[src/rtl/i2c_pkg.sv]
// rtl/i2c_pkg.sv - shared I2C definitions for the ADC master and target
package i2c_pkg;

  // PCF8591 base address: 0x90 write / 0x91 read on the wire
  localparam logic [6:0] DEV_ADDR_PCF8591 = 7'h48;

  // Bus level of the acknowledge bit
  localparam logic ACK  = 1'b0;
  localparam logic NACK = 1'b1;

  typedef enum logic [2:0] {
    ST_IDLE,
    ST_ADDR,
    ST_ADDR_ACK,
    ST_WR_BYTE,
    ST_WR_ACK,
    ST_RD_BYTE,
    ST_RD_ACK,
    ST_WAIT_STOP
  } i2c_state_e;

  // True when the upper seven bits of an address byte select this device
  function automatic logic addr_match(input logic [7:0] addr_byte,
                                      input logic [6:0] dev_addr);
    return addr_byte[7:1] == dev_addr;
  endfunction

endpackage

[src/rtl/i2c_line_sync.sv]
// rtl/i2c_line_sync.sv - SCL/SDA synchronizers with edge and START/STOP strobes
module i2c_line_sync #(
  parameter int SYNC_STAGES = 2
) (
  input  logic clk,
  input  logic rst_n,
  input  logic scl_in,
  input  logic sda_in,
  output logic sda_level,
  output logic scl_rise,
  output logic scl_fall,
  output logic start_det,
  output logic stop_det
);

  logic [SYNC_STAGES-1:0] scl_sync;
  logic [SYNC_STAGES-1:0] sda_sync;
  logic                   scl_hist;
  logic                   sda_hist;
  logic                   scl_now;
  logic                   sda_now;

  assign scl_now = scl_sync[SYNC_STAGES-1];
  assign sda_now = sda_sync[SYNC_STAGES-1];

  // Synchronizer chains plus one history flop per line; reset to the idle-high bus
  always_ff @(posedge clk or negedge rst_n) begin
    if (!rst_n) begin
      scl_sync <= '1;
      sda_sync <= '1;
      scl_hist <= 1'b1;
      sda_hist <= 1'b1;
    end else begin
      scl_sync <= {scl_sync[SYNC_STAGES-2:0], scl_in};
      sda_sync <= {sda_sync[SYNC_STAGES-2:0], sda_in};
      scl_hist <= scl_now;
      sda_hist <= sda_now;
    end
  end

  // Registered strobes; sda_level is registered alongside so it lines up with scl_rise
  always_ff @(posedge clk or negedge rst_n) begin
    if (!rst_n) begin
      sda_level <= 1'b1;
      scl_rise  <= 1'b0;
      scl_fall  <= 1'b0;
      start_det <= 1'b0;
      stop_det  <= 1'b0;
    end else begin
      sda_level <= sda_now;
      scl_rise  <= scl_now & ~scl_hist;
      scl_fall  <= ~scl_now & scl_hist;
      // SDA edges only count as START/STOP while SCL is stably high
      start_det <= scl_now & scl_hist & sda_hist & ~sda_now;
      stop_det  <= scl_now & scl_hist & ~sda_hist & sda_now;
    end
  end

endmodule

[src/rtl/i2c_adc_target.sv]
// rtl/i2c_adc_target.sv - I2C target emulating a PCF8591-style ADC/DAC
module i2c_adc_target
  import i2c_pkg::*;
#(
  parameter logic [6:0] DEV_ADDR    = DEV_ADDR_PCF8591,
  parameter int         SYNC_STAGES = 2
) (
  input  logic       clk,
  input  logic       rst_n,
  input  logic       scl_in,
  input  logic       sda_in,
  output logic       sda_oe,
  input  logic [7:0] tx_data,
  output logic       tx_req,
  output logic [7:0] ctrl_out,
  output logic       ctrl_valid,
  output logic [7:0] dac_out,
  output logic       dac_valid,
  output logic       busy
);

  logic       sda_bit;
  logic       scl_rise;
  logic       scl_fall;
  logic       start_det;
  logic       stop_det;

  i2c_state_e state;
  logic [3:0] bit_cnt;
  logic [7:0] shreg;
  logic [7:0] shift_nxt;
  logic       last_bit;
  logic       rw;
  // ACK states: set once SDA is being held low; RD_ACK: master acknowledged
  logic       ack_on;
  // Control byte already taken in this transaction (cleared only by STOP)
  logic       ctrl_seen;

  i2c_line_sync #(
    .SYNC_STAGES(SYNC_STAGES)
  ) u_line_sync (
    .clk      (clk),
    .rst_n    (rst_n),
    .scl_in   (scl_in),
    .sda_in   (sda_in),
    .sda_level(sda_bit),
    .scl_rise (scl_rise),
    .scl_fall (scl_fall),
    .start_det(start_det),
    .stop_det (stop_det)
  );

  assign shift_nxt = {shreg[6:0], sda_bit};
  assign last_bit  = (bit_cnt == 4'd7);

  // Protocol FSM; every output is registered and SDA only moves after an SCL fall
  always_ff @(posedge clk or negedge rst_n) begin
    if (!rst_n) begin
      state      <= ST_IDLE;
      bit_cnt    <= 4'd0;
      shreg      <= 8'h00;
      rw         <= 1'b0;
      ack_on     <= 1'b0;
      ctrl_seen  <= 1'b0;
      sda_oe     <= 1'b0;
      tx_req     <= 1'b0;
      ctrl_out   <= 8'h00;
      ctrl_valid <= 1'b0;
      dac_out    <= 8'h00;
      dac_valid  <= 1'b0;
      busy       <= 1'b0;
    end else begin
      tx_req     <= 1'b0;
      ctrl_valid <= 1'b0;
      dac_valid  <= 1'b0;

      if (start_det) begin
        // START or repeated START: restart address phase, keep ctrl tracking
        state   <= ST_ADDR;
        bit_cnt <= 4'd0;
        sda_oe  <= 1'b0;
        ack_on  <= 1'b0;
      end else if (stop_det) begin
        state     <= ST_IDLE;
        bit_cnt   <= 4'd0;
        sda_oe    <= 1'b0;
        ack_on    <= 1'b0;
        busy      <= 1'b0;
        ctrl_seen <= 1'b0;
      end else begin
        case (state)
          ST_IDLE: begin
            sda_oe <= 1'b0;
          end

          ST_ADDR: begin
            if (scl_rise) begin
              shreg   <= shift_nxt;
              bit_cnt <= bit_cnt + 4'd1;
              if (last_bit) begin
                if (addr_match(shift_nxt, DEV_ADDR)) begin
                  state  <= ST_ADDR_ACK;
                  rw     <= shift_nxt[0];
                  ack_on <= 1'b0;
                end else begin
                  // Not for us: stay off the bus until the next START/STOP
                  state <= ST_WAIT_STOP;
                  busy  <= 1'b0;
                end
              end
            end
          end

          ST_ADDR_ACK, ST_WR_ACK: begin
            if (scl_fall) begin
              if (!ack_on) begin
                // Fall after bit 8: pull SDA low for the 9th clock
                sda_oe <= ~ACK;
                ack_on <= 1'b1;
                busy   <= 1'b1;
              end else begin
                // Fall after the 9th clock: hand SDA over to the next byte
                ack_on  <= 1'b0;
                bit_cnt <= 4'd0;
                if (state == ST_ADDR_ACK && rw) begin
                  shreg  <= tx_data;
                  tx_req <= 1'b1;
                  sda_oe <= ~tx_data[7];
                  state  <= ST_RD_BYTE;
                end else begin
                  sda_oe <= 1'b0;
                  state  <= ST_WR_BYTE;
                end
              end
            end
          end

          ST_WR_BYTE: begin
            if (scl_rise) begin
              shreg   <= shift_nxt;
              bit_cnt <= bit_cnt + 4'd1;
              if (last_bit) begin
                state  <= ST_WR_ACK;
                ack_on <= 1'b0;
                if (!ctrl_seen) begin
                  ctrl_out   <= shift_nxt;
                  ctrl_valid <= 1'b1;
                  ctrl_seen  <= 1'b1;
                end else begin
                  dac_out   <= shift_nxt;
                  dac_valid <= 1'b1;
                end
              end
            end
          end

          ST_RD_BYTE: begin
            if (scl_fall) begin
              if (last_bit) begin
                // 8th fall: release so the master can drive its ACK/NACK
                sda_oe  <= 1'b0;
                bit_cnt <= 4'd0;
                ack_on  <= 1'b0;
                state   <= ST_RD_ACK;
              end else begin
                // Rotate so the next bit to send always sits in bit 7
                shreg   <= {shreg[6:0], shreg[7]};
                sda_oe  <= ~shreg[6];
                bit_cnt <= bit_cnt + 4'd1;
              end
            end
          end

          ST_RD_ACK: begin
            if (scl_rise) begin
              if (sda_bit == NACK) begin
                state <= ST_WAIT_STOP;
                busy  <= 1'b0;
              end else begin
                ack_on <= 1'b1;
              end
            end else if (scl_fall && ack_on) begin
              ack_on  <= 1'b0;
              bit_cnt <= 4'd0;
              shreg   <= tx_data;
              tx_req  <= 1'b1;
              sda_oe  <= ~tx_data[7];
              state   <= ST_RD_BYTE;
            end
          end

          ST_WAIT_STOP: begin
            sda_oe <= 1'b0;
          end

          default: begin
            state  <= ST_IDLE;
            sda_oe <= 1'b0;
          end
        endcase
      end
    end
  end

endmodule

[config.mk]
export PLATFORM = sky130hd
export DESIGN_NAME = i2c_adc_target
export DESIGN_NICKNAME = d
export VERILOG_FILES = /design/src/rtl/i2c_pkg.sv /design/src/rtl/i2c_line_sync.sv /design/src/rtl/i2c_adc_target.sv
export SDC_FILE = /design/constraint.sdc
export NUM_CORES = 1
export LEC_CHECK = 0
export CAP_MARGIN = 20
export CORE_UTILIZATION = 48
export CTS_CLUSTER_SIZE = 25
export DETAILED_ROUTE_END_ITERATION = 6
export DONT_BUFFER_PORTS = 1
export GPL_ROUTABILITY_DRIVEN = 0
export PLACE_DENSITY_LB_ADDON = 0.25
export SLEW_MARGIN = 20
export SYNTH_ARGS = -nofsm -noshare
export SYNTH_HDL_FRONTEND = slang
export SYNTH_HIERARCHICAL = 1
export SYNTH_SLANG_ARGS = --single-unit
[constraint.sdc]
create_clock -name clk -period 2.5 [get_ports clk]
set_input_delay 0.125 -clock clk [delete_from_list [all_inputs] [get_ports clk]]
set_output_delay 0.125 -clock clk [all_outputs]
set_load 0.01 [all_outputs]
### Yosys cells after proc, flatten, opt, wreduce, memory -nomap -nowiden

Cells that the tools add are included.

| storage, ports and cells | value |
|---|---|
| output and inout port bits | 21 |
| word-level logic and storage cells | 193 |
| bits of input ports | 12 |
| register bits after elaboration | 49 |

| cells by class | value |
|---|---|
| reductions and logical operators | 24 |
| equal/unequal tests | 39 |
| mux-type cells | 92 |
| $add $sub $neg | 1 |
| bitwise operators | 16 |

Operator list:

| cell | count |
|---|---|
| $mux W8 | 8 |
| $mux W1 | 53 |
| $mux W3 | 15 |
| $mux W4 | 9 |
| $pmux W8 S4 | 1 |
| $ne A4 B2 Y1 const B | 6 |
| $reduce_and A11 Y1 | 2 |
| $ne A4 B1 Y1 const B | 5 |
| $reduce_and A6 Y1 | 3 |
| $reduce_and A9 Y1 | 2 |
| $pmux W4 S4 | 1 |
| $pmux W3 S5 | 1 |
| $eq A3 B3 Y1 const B | 4 |
| $ne A3 B1 Y1 const B | 4 |
| $reduce_bool A6 Y1 | 2 |
| $ne A2 B2 Y1 const B | 5 |
| $ne A5 B5 Y1 const B | 2 |
| $ne A3 B2 Y1 const B | 3 |
| $not A1 Y1 | 9 |
| $reduce_bool A4 Y1 | 2 |
| $and A1 B1 Y1 | 7 |
| $eq A7 B7 Y1 const B | 1 |
| $reduce_and A7 Y1 | 1 |
| $reduce_bool A7 Y1 | 1 |
| 17 further kinds | 25 |

### Logic depth before layout (Yosys ltp)

Gate-level depths: netlist of the first run.

| depth | value |
|---|---|
| depth after elaboration | 8 |
| depth in mapped cells | 7 |
| gate-level depth less buffers | 6 |

### Cells and area by module

The synthesis of the first run kept the hierarchy.

By module, submodules not included:

| module | cells each | sequential area each (um^2) | area an instance (um^2) | times used |
|---|---|---|---|---|
| i2c_adc_target | 206 | 975.9 | 2193.4 | 1 |
| i2c_line_sync | 14 | 257.7 | 290.3 | 1 |

### Worst setup path before layout of the first run

No wires, ideal clock.

| path | value |
|---|---|
| path kind | register -> register |
| start point | register bit_cnt[0] |
| end point | register state[2] |
| period minus slack after synthesis | 1.955 ns |
| arrival | 1.834 ns |
| setup time | 0.121 ns |
| stages on the path, launching flop included | 7 |
| data required time | 2.379 ns |
| slack | 0.545 ns |
| path buffers | 0 |
| cell sequence | dfrtp_1 > ha_1 > and3b_1 > a2111oi_1 > nor4_4 > and2_1 > a22o_1 |

| between the ends | value |
|---|---|
| longest elaborated chain between the ends | 3 |
| elaborated cells between the ends (all ways) | 5 |
| classes of those cells | eq/ne (4); reduce/logical (1) |

Ends and longest elaborated chain:

| item | RTL line | RTL |
|---|---|---|
| start: declaration | i2c_adc_target.sv:29 | `logic [3:0] bit_cnt;` |
| start signal: assignment | i2c_adc_target.sv:99 | `bit_cnt <= bit_cnt + 4'd1;` |
| start signal: assignment | i2c_adc_target.sv:141 | `bit_cnt <= bit_cnt + 4'd1;` |
| start signal: assignment | i2c_adc_target.sv:169 | `bit_cnt <= bit_cnt + 4'd1;` |
| $eq A4 B3 Y1 * | i2c_adc_target.sv:54 | `assign last_bit = (bit_cnt == 4'd7);` |
| $ne A4 B2 Y1 (no source line) | - |  |
| $reduce_and A11 Y1 (no source line) * | - |  |
| end signal: assignment | i2c_adc_target.sv:59 | `state <= ST_IDLE;` |
| end signal: assignment | i2c_adc_target.sv:79 | `state <= ST_ADDR;` |
| end signal: assignment | i2c_adc_target.sv:84 | `state <= ST_IDLE;` |
| end: declaration | i2c_adc_target.sv:28 | `i2c_state_e state;` |

Every way passes the cells marked *; elsewhere a longest branch is shown, timed or not.
A chain may end at the register's enable or synchronous reset.

### Worst setup path after layout of the first run

| path | value |
|---|---|
| start point | register state[0] |
| end point | register state[2] |

| between the ends | value |
|---|---|
| longest elaborated chain between the ends | 8 |
| elaborated cells between the ends (all ways) | 26 |
| classes of those cells | eq/ne (16); mux (6); reduce/logical (4) |

Ends and longest elaborated chain:

| item | RTL line | RTL |
|---|---|---|
| $eq A3 B2 Y1 | i2c_adc_target.sv:91, i2c_adc_target.sv:125 |  |
| $logic_and A1 B1 Y1 | i2c_adc_target.sv:125 | `if (state == ST_ADDR_ACK && rw) begin` |
| $mux W3 | i2c_adc_target.sv:125 |  |
| $mux W3 | i2c_adc_target.sv:116 | `if (!ack_on) begin` |
| $mux W3 | i2c_adc_target.sv:115 | `if (scl_fall) begin` |
| $pmux W3 S5 | i2c_adc_target.sv:91 | `case (state)` |
| $mux W3 | i2c_adc_target.sv:83 | `end else if (stop_det) begin` |
| $mux W3 | i2c_adc_target.sv:77 | `if (start_det) begin` |

Several ways; a longest one is shown, not always the timed one. The select of a mux whose other input is x is not followed.

==> flow_metrics.tcl, run 1 <==
set metrics [dict create \
    status "finished clean" \
    setup_ws_ps 308 \
    syn-instance-count 220 \
    yosysSeqAreaShare 0.497 \
    rows 25 \
    met3_usage 0.0610 \
    ctsHoldBuffers 4 \
    synth_top_cell_by_area "dfrtp_1" \
    dieArea_um2 5470 \
    timing.fmax_mhz 456 \
    whs_ps 101 \
    die_y_um 73.9 \
    drt_iter0_drc 162 \
    hp-class "in2reg" \
    antenna_found_initial 0 \
    routed_wl_um 4950 \
    power_density_nw_per_um2 1070 \
    maxSlewViolCount 0 \
    cts_tree "yes" \
    cts_resized 0 \
    stdcell_count 295 \
    drv_cap 0 \
    drtAntennaViolNets 0 \
    cts_buffer_depth 2 \
    place_ws_ps 331 \
    worstMarginPinSlew_ps 629 \
    place_area_um2 2550 \
    core-area_um2 4850 \
    hold_viol_final 0 \
    start_util 0.512 \
    drt_pass1_iterations 4 \
    met1_usage 0.290 \
    clkLatencyLatePin_ps 290 \
    p_comb_frac 0.390 \
    fin_setup_tns_ps 0 \
    avgSynthCellArea_um2 11.3 \
    htreeDepth 2 \
    p_int_mw 1.84 \
    path_class "reg2reg" \
    clkPwrFrac 0.199 \
    fin_crit_ps 2190 \
    async_flop_share 1.00 \
    fin_util 0.562 \
    vdd_drop_max_uv 518 \
    synthesis.area_um2 2480 \
    stdcell_area_um2 2720 \
    power.share.switching 0.370 \
    seqPwrFrac 0.411 \
    io_pins 33 \
    cp-end-kind "register" \
    drc 0 \
    cp_max_fo 19 \
    synth_edf_count 0 \
    grt.overflow.total 0 \
    rsz0062_at_grt "no" \
    grt_use_met2 0.293 \
    synth.distinct_cells 58 \
    p_leak_nw 1.16 \
    wire_per_inst_um 16.8 \
    die_w_um 73.9 \
    dp_cells 283 \
    required_ps 2690 \
    syn-num-nets 233 \
    path_clk_slew_ps 90 \
    nets 240 \
    clock-sinks 49 \
    cts_buffers 5 \
    post_cts_buffers 0 \
    dp_hpwl_um 3440 \
    total_power_mw 2.92 \
    n_antenna_cell 0 \
    root_buffer "clkbuf_8" \
    grt_pass1_vias 1658 \
    skew_ps 4.30 \
    synthTopCellsByArea "dfrtp_1 43%, mux2_2 15%, dfstp_2 6.3%" \
    setup_viol 0 \
    port_buffers 0 \
    grt-busiest-layer "met2" \
    vias 1749 \
    relSlewSlack 0.579 \
    cp-start-kind "register" \
    ys_ff_latch 49 \
    synth_flop_cell "dfrtp_1" \
    viasPerCell 5.93 \
    p_switching_mw 1.08 \
    yosys_warnings 6 \
    worstPathArrival_ps 2380 \
    grt_pass1_wl_um 8340 \
    syn_to_final_growth_pct 9.62 \
    period_share 0.877 \
    track_usage 0.203 \
    grt_max_degree 50 \
    synth_top_area_frac 0.433 \
    rrSetupSlack_ps 310 \
    final_layout_size_suffix_gt1_frac 0.263 \
]
-- worst max-delay path, cell delays in order (launching register included) --
cell and delay, ps:
dfrtp_1 600, nor2b_1 270, o311a_1 410, nor4_4 400, o21ai_0 150, a22o_1 250
-- cells in the final DEF (no fill, tap or decap), types with 2 or more instances in the layout --
cell / netlist / routed
and4b_1: 3 / 3
clkbuf_8: 0 / 6
o22ai_1: 2 / 2
nand3b_1: 2 / 2
a21oi_1: 15 / 15
nand2b_1: 6 / 6
o221ai_1: 2 / 2
nor3_1: 4 / 4
mux2_2: 33 / 33
nor2_1: 13 / 13
buf_4: 4 / 6
dfrtp_1: 43 / 43
dlygate4sd3_1: 0 / 3
a211oi_1: 2 / 2
or3_1: 2 / 2
o31ai_1: 4 / 4
inv_1: 4 / 4
nand2_1: 12 / 12
or4_1: 3 / 3
nor2b_1: 5 / 5
o21ai_0: 8 / 8
nand3_1: 3 / 3
a21boi_0: 3 / 3
dfstp_2: 6 / 6
a31oi_1: 2 / 2
o311ai_0: 2 / 2
-- routing by layer --
metal | up-vias | share of wire | wire (um)
li1 | 837 | - | -
met1 | 852 | 0.48 | 2350
met2 | 52 | 0.44 | 2200
met3 | 8 | 0.065 | 324
met4 | 0 | 0.014 | 70
met5 | - | 0 | 0
-- worst paths after layout --
kind	endpoint	from	depth (start not counted)
setup / recovery	state[2]	state[0]	5
hold / removal	shreg[5]	tx_data[5]	2
setup reg to reg	state[2]	state[0]	5
hold reg to reg	u_line_sync/sda_sync[1]	u_line_sync/sda_sync[0]	0
max in group asynchronous	u_line_sync/sda_level	rst_n	2
min in group asynchronous	state[0]	rst_n	2
-- power groups by stage --
| stage | clock network [mW] | registers (mW) | logic [mW] |
|---|---|---|---|
| 2_1_floorplan | 0 | 1.05 | 1.06 |
| 3_3_place_gp | 0 | 1.21 | 1.11 |
| 3_5_place_dp | 0 | 1.21 | 1.11 |
| 4_1_cts | 0.595 | 1.20 | 1.14 |
| 5_1_grt | 0.634 | 1.24 | 1.27 |
| 6_report | 0.579 | 1.20 | 1.14 |
-- sequential cells by signal, indices dropped and copies added (netlist names), 2 cells and up --
name / cells
u_line_sync/scl_sync: 2
bit_cnt: 4
u_line_sync/sda_sync: 2
dac_out: 8
state: 3
ctrl_out: 8
shreg: 8
-- kinds of logic after synthesis --
| logic type | share of synthesized area |
|---|---|
| AOI/OAI and AO/OA | 0.153 |
| muxes | 0.154 |
| buffers and inverters | 0.0332 |
| xor gates and xnor gates | 0.00353 |
| and+or+nand+nor | 0.155 |
| adders and majority gates | 0.00504 |
| DFF | 0.497 |
-- layout make-up --
cell class                 instances  area (um^2)
clock inverter                     1         30.0
sequential                        49         1230
inverter                           5         18.8
tap                               67         83.8
multi-input combinational        156         1170
clock buffer                       7         86.3
timing repair buffer              10          103
fill                             398         2130
-- synthesized netlist by cell type (all sizes together), types with 2 or more instances --
| master | count |
|---|---|
| inv | 5 |
| a31oi | 2 |
| nor2 | 13 |
| dfrtp | 43 |
| buf | 8 |
| a21oi | 16 |
| a21boi | 3 |
| o31ai | 4 |
| nand3b | 2 |
| or4 | 3 |
| or3 | 2 |
| nor4 | 2 |
| nand2b | 6 |
| nor2b | 5 |
| nand2 | 12 |
| o22ai | 2 |
| nor3 | 5 |
| clkbuf | 2 |
| a211oi | 3 |
| o221ai | 2 |
| mux2 | 33 |
| nand3 | 3 |
| o21ai | 9 |
| dfstp | 6 |
| o311ai | 2 |
| and4b | 3 |
Note: power is estimated with default switching activity, not from simulation.
==> run 2: changes to the inputs <==
--- a/config.mk
+++ b/config.mk
@@ -7,11 +7,13 @@
 export LEC_CHECK = 0
 export CAP_MARGIN = 20
 export CORE_UTILIZATION = 48
+export CTS_BUF_LIST = sky130_fd_sc_hd__clkbuf_8
 export CTS_CLUSTER_SIZE = 25
 export DETAILED_ROUTE_END_ITERATION = 6
 export DONT_BUFFER_PORTS = 1
 export GPL_ROUTABILITY_DRIVEN = 0
 export PLACE_DENSITY_LB_ADDON = 0.25
+export REMOVE_ABC_BUFFERS = 1
 export SLEW_MARGIN = 20
 export SYNTH_ARGS = -nofsm -noshare
 export SYNTH_HDL_FRONTEND = slang
==> run 2 against run 1 <==
  * Worst hold slack worse by 21 ps
  * Register-to-register slack worse by 50 ps
  * Critical endpoint is now state[0]
  * Critical path type unchanged
  * Die area stayed put
  * Critical path depth down 1
  * Total power is 0.42% higher
  * Fmax shrank 2.1%
  * Cell area did not move
  * Clock power fell by 4.1%
  * Combinational power about the same
  * Sequential share of layout area is essentially flat
==> flow_metrics.tcl, run 2 (synthesis gave the netlist of run 1 again) <==
set metrics [dict create \
    drt_pass1_iterations 4 \
    drt_iter0_drc 250 \
    required_ps 2650 \
    final_common_cell "dfrtp_1" \
    dp_hpwl_um 3500 \
    dieArea_um2 5470 \
    nets 241 \
    syn_to_final_growth_pct 9.62 \
    vdd_drop_max_uv 560 \
    fin_util 0.562 \
    grt_pass1_wl_um 8420 \
    rrSetupSlack_ps 260 \
    die_y_um 73.9 \
    fin_setup_tns_ps 0 \
    port_buffers 0 \
    stdcell_count 296 \
    root_buffer "clkbuf_8" \
    io_pins 33 \
    htreeDepth 2 \
    timing.fmax_mhz 447 \
    cts_tree "yes" \
    maxSlewViolCount 0 \
    period_share 0.896 \
    fillers 407 \
    path_clk_slew_ps 90 \
    core-area_um2 4850 \
    total_power_mw 2.93 \
    die_w_um 73.9 \
    start_util 0.512 \
    drtAntennaViolNets 0 \
    place_ws_ps 227 \
    rsz0062_at_grt "no" \
    path_class "reg2reg" \
    hold_end "sda_oe" \
    post_cts_buffers 0 \
    p_leak_nw 1.17 \
    clock-sinks 49 \
    n_antenna_cell 0 \
    whs_ps 79.3 \
    worstPathArrival_ps 2390 \
    cts_buffer_depth 2 \
    hp-class "in2reg" \
    rows 25 \
    stdcell_area_um2 2720 \
    vias 1742 \
    hold_viol_final 0 \
    drc 0 \
    setup_viol 0 \
    min_from "tx_data[7]" \
    rr_startpoint "state[1]" \
    r2r_end "state[0]" \
    rr_worst_depth 4 \
    grt_max_degree 50 \
    clkLatencyLatePin_ps 300 \
    grt.overflow.total 0 \
    place_area_um2 2560 \
    final_cell_mix "42 x dfrtp_1, 33 x mux2_2, 15 x a21oi_1" \
    cp-end-kind "register" \
    skew_ps 2.97 \
    dp_cells 284 \
    setup_ws_ps 261 \
    biggestRegsByFlops "ctrl_out x8, dac_out x8, shreg x8" \
    cp_max_fo 22 \
    wire_per_inst_um 17.2 \
    power_density_nw_per_um2 1080 \
    final_layout_size_suffix_gt1_frac 0.271 \
    routed_wl_um 5100 \
    cts_buffers 5 \
    viasPerCell 5.89 \
    status "finished clean" \
    antenna_found_initial 0 \
    track_usage 0.208 \
    fin_crit_ps 2240 \
    relSlewSlack 0.535 \
    drv_cap 0 \
    cp-start-kind "register" \
    grt_pass1_vias 1661 \
    worstMarginPinSlew_ps 698 \
    whs_path_depth 3 \
]
-- run 2: routing by layer --
layer	routed length [um]	track usage	part of all wire	vias up
met5	0	0	0	-
met4	82	0.0726	0.016	0
met3	227	0.0528	0.044	9
met2	2330	0.303	0.46	42
met1	2460	0.302	0.48	855
li1	-	-	-	836
-- run 2: timing repair --
action,CTS,global route
hold buffers,4,0
hold endpoints to repair,51,0
resized for setup,0,1
setup endpoints to repair,0,4
-- run 2: worst max-delay path, stage by stage, from the launching register on --
cell      delay [ps]
dfrtp_1          650
or3b_2           620
o22ai_1          310
nor4_4           110
o311ai_0         410
-- run 2: area by class of cell --
cell class | instances | area, um^2 | area share
timing repair buffer | 11 | 110 | 0.0404
clock inverter | 3 | 38.8 | 0.0142
tap | 67 | 83.8 | 0.0308
clock buffer | 5 | 68.8 | 0.0253
inverter | 5 | 18.8 | 0.00689
multi-input combinational | 156 | 1170 | 0.429
sequential | 49 | 1230 | 0.454
-- run 2: worst max-delay path by stage --
stage | cells past startpoint | startpoint | end
after floorplan | 5 | state[2] | state[2]
after global placement | 5 | state[0] | ctrl_out[4]
after detailed placement | 5 | state[0] | ctrl_out[1]
after CTS | 5 | state[0] | ctrl_out[2]
after global routing | 4 | state[1] | state[0]
final | 4 | state[1] | state[0]
-- run 2: power by group --
| part | total (mW) | switching (mW) | internal [mW] |
|---|---|---|---|
| Sequential | 1.20 | 0.268 | 0.937 |
| Clock | 0.555 | 0.262 | 0.293 |
| Combinational | 1.17 | 0.583 | 0.587 |
| Total | 2.93 | 1.11 | 1.82 |
==> run 3: changes to the inputs <==
--- a/config.mk
+++ b/config.mk
@@ -12,6 +12,7 @@
 export DETAILED_ROUTE_END_ITERATION = 6
 export DONT_BUFFER_PORTS = 1
 export GPL_ROUTABILITY_DRIVEN = 0
+export MAX_ROUTING_LAYER = met4
 export PLACE_DENSITY_LB_ADDON = 0.25
 export REMOVE_ABC_BUFFERS = 1
 export SLEW_MARGIN = 20
==> run 3 against run 2 <==
  * Sequential share of layout area unchanged
  * Critical path depth unchanged
  * Die area stayed put
  * Setup slack better by 22 ps
  * Combinational power hardly changed
  * Via count is 0.34% lower
  * Core utilization did not move
  * Sequential cell count unchanged
  * Clock skew rose by 2.0 ps
  * Clock-buffer cell count unchanged
==> flow_metrics.tcl, run 3 (synthesis gave the netlist of run 1 again) <==
set metrics [dict create \
    place_ws_ps 227 \
    slowest_delay_ps 630 \
    post_cts_buffers 0 \
    setup_ws_ps 282 \
    required_ps 2660 \
    drc 0 \
    start_util 0.512 \
    fillers 407 \
    grt_pass1_vias 1664 \
    final_layout_size_suffix_gt1_frac 0.271 \
    rows 25 \
    period_share 0.887 \
    cts_buffers 5 \
    cp-end-kind "register" \
    track_usage 0.216 \
    routed_wl_um 5080 \
    maxSlewViolCount 0 \
    status "finished clean" \
    crit_path_cell_trace "or3b_2 -> o22ai_1 -> nor4_4 -> o311ai_0" \
    skew_ps 4.97 \
    vias 1736 \
    final_cell_mix "42 x dfrtp_1, 33 x mux2_2, 15 x a21oi_1" \
    hold_viol_final 0 \
    die_w_um 73.9 \
    vdd_drop_max_uv 561 \
    cp-start-kind "register" \
    clkLatencyLatePin_ps 300 \
    worstPathArrival_ps 2370 \
    drtAntennaViolNets 0 \
    grt_pass1_wl_um 8460 \
    port_buffers 0 \
    drt_pass1_iterations 4 \
    clock-sinks 49 \
    worstMarginPinSlew_ps 665 \
    die_y_um 73.9 \
    stdcell_count 296 \
    rsz0062_at_grt "no" \
    power_density_nw_per_um2 1070 \
    grt.overflow.total 0 \
    fin_crit_ps 2220 \
    io_pins 33 \
    hp-class "in2reg" \
    total_power_mw 2.93 \
    path_class "reg2reg" \
    dp_hpwl_um 3500 \
    cts_buffer_depth 2 \
    dp_cells 284 \
    rrSetupSlack_ps 280 \
    rr_worst_depth 4 \
    htreeDepth 2 \
    drt_iter0_drc 201 \
    relSlewSlack 0.557 \
    timing.fmax_mhz 451 \
    final_common_cell "dfrtp_1" \
    whs_path_depth 3 \
    setup_viol 0 \
    biggestRegsByFlops "ctrl_out x8, dac_out x8, shreg x8" \
    root_buffer "clkbuf_8" \
    dieArea_um2 5470 \
    cpMaxStageDelayCell "dfrtp_1" \
    grt_max_degree 50 \
    cts_tree "yes" \
    nets 241 \
    antenna_found_initial 0 \
    core-area_um2 4850 \
    path_clk_slew_ps 90 \
    p_leak_nw 1.17 \
    syn_to_final_growth_pct 9.62 \
    n_antenna_cell 0 \
    drv_cap 0 \
    whs_ps 79.9 \
    wire_per_inst_um 17.2 \
    cp_max_fo 22 \
    viasPerCell 5.86 \
    fin_setup_tns_ps 0 \
]
[run 3: cell counts in the layout (fill, tap and decap cells not counted)]
Identical to the previous run, type by type.
[run 3: cell type report]
class | instances | area [um^2] | share of cell area
sequential | 49 | 1230 | 0.454
timing repair buffer | 11 | 110 | 0.0404
multi-input combinational | 156 | 1170 | 0.429
clock inverter | 3 | 38.8 | 0.0142
tap | 67 | 83.8 | 0.0308
inverter | 5 | 18.8 | 0.00689
clock buffer | 5 | 68.8 | 0.0253
[run 3: worst paths after layout]
kind / from / endpoint
max in group asynchronous: rst_n / u_line_sync/scl_hist
min in group asynchronous: rst_n / state[1]
worst max-delay path: state[1] / state[0]
worst max register to register: state[1] / state[0]
worst min register to register: u_line_sync/scl_sync[0] / u_line_sync/scl_sync[1]
worst min-delay path: tx_data[7] / sda_oe
[run 3: critical path: cells and delay by family, from the launching register on]
family	cells	cell delay, ps
flip-flops	1	630
AND/OR/NAND/NOR	2	720
AO/OA/AOI/OAI	2	710
[run 3: layer usage]
layer	global-route usage	vias to the layer above	wire, um
li1	-	837	-
met1	0.306	843	2440
met2	0.303	47	2320
met3	0.0515	9	237
met4	0.0726	0	78
met5	-	-	0
[run 3: what timing repair did]
| item | 4_1_cts | 5_1_grt |
|---|---|---|
| endpoints found under the setup margin | 0 | 4 |
| endpoints found under the hold margin | 51 | 0 |
| resized for setup | 0 | 1 |
| hold buffers | 4 | 0 |
[run 3: per-stage QoR]
| stage | util | area, um^2 |
|---|---|---|
| detailed placement | 0.527 | 2560 |
| global placement | 0.527 | 2560 |
| finish | 0.562 | 2720 |
| global route | 0.562 | 2720 |
| floorplan | - | 2420 |
| CTS | 0.561 | 2720 |
[run 3: power breakdown]
part | switching (mW) | internal, mW
Sequential | 0.263 | 0.937
Clock | 0.263 | 0.293
Combinational | 0.582 | 0.587
Total | 1.11 | 1.82
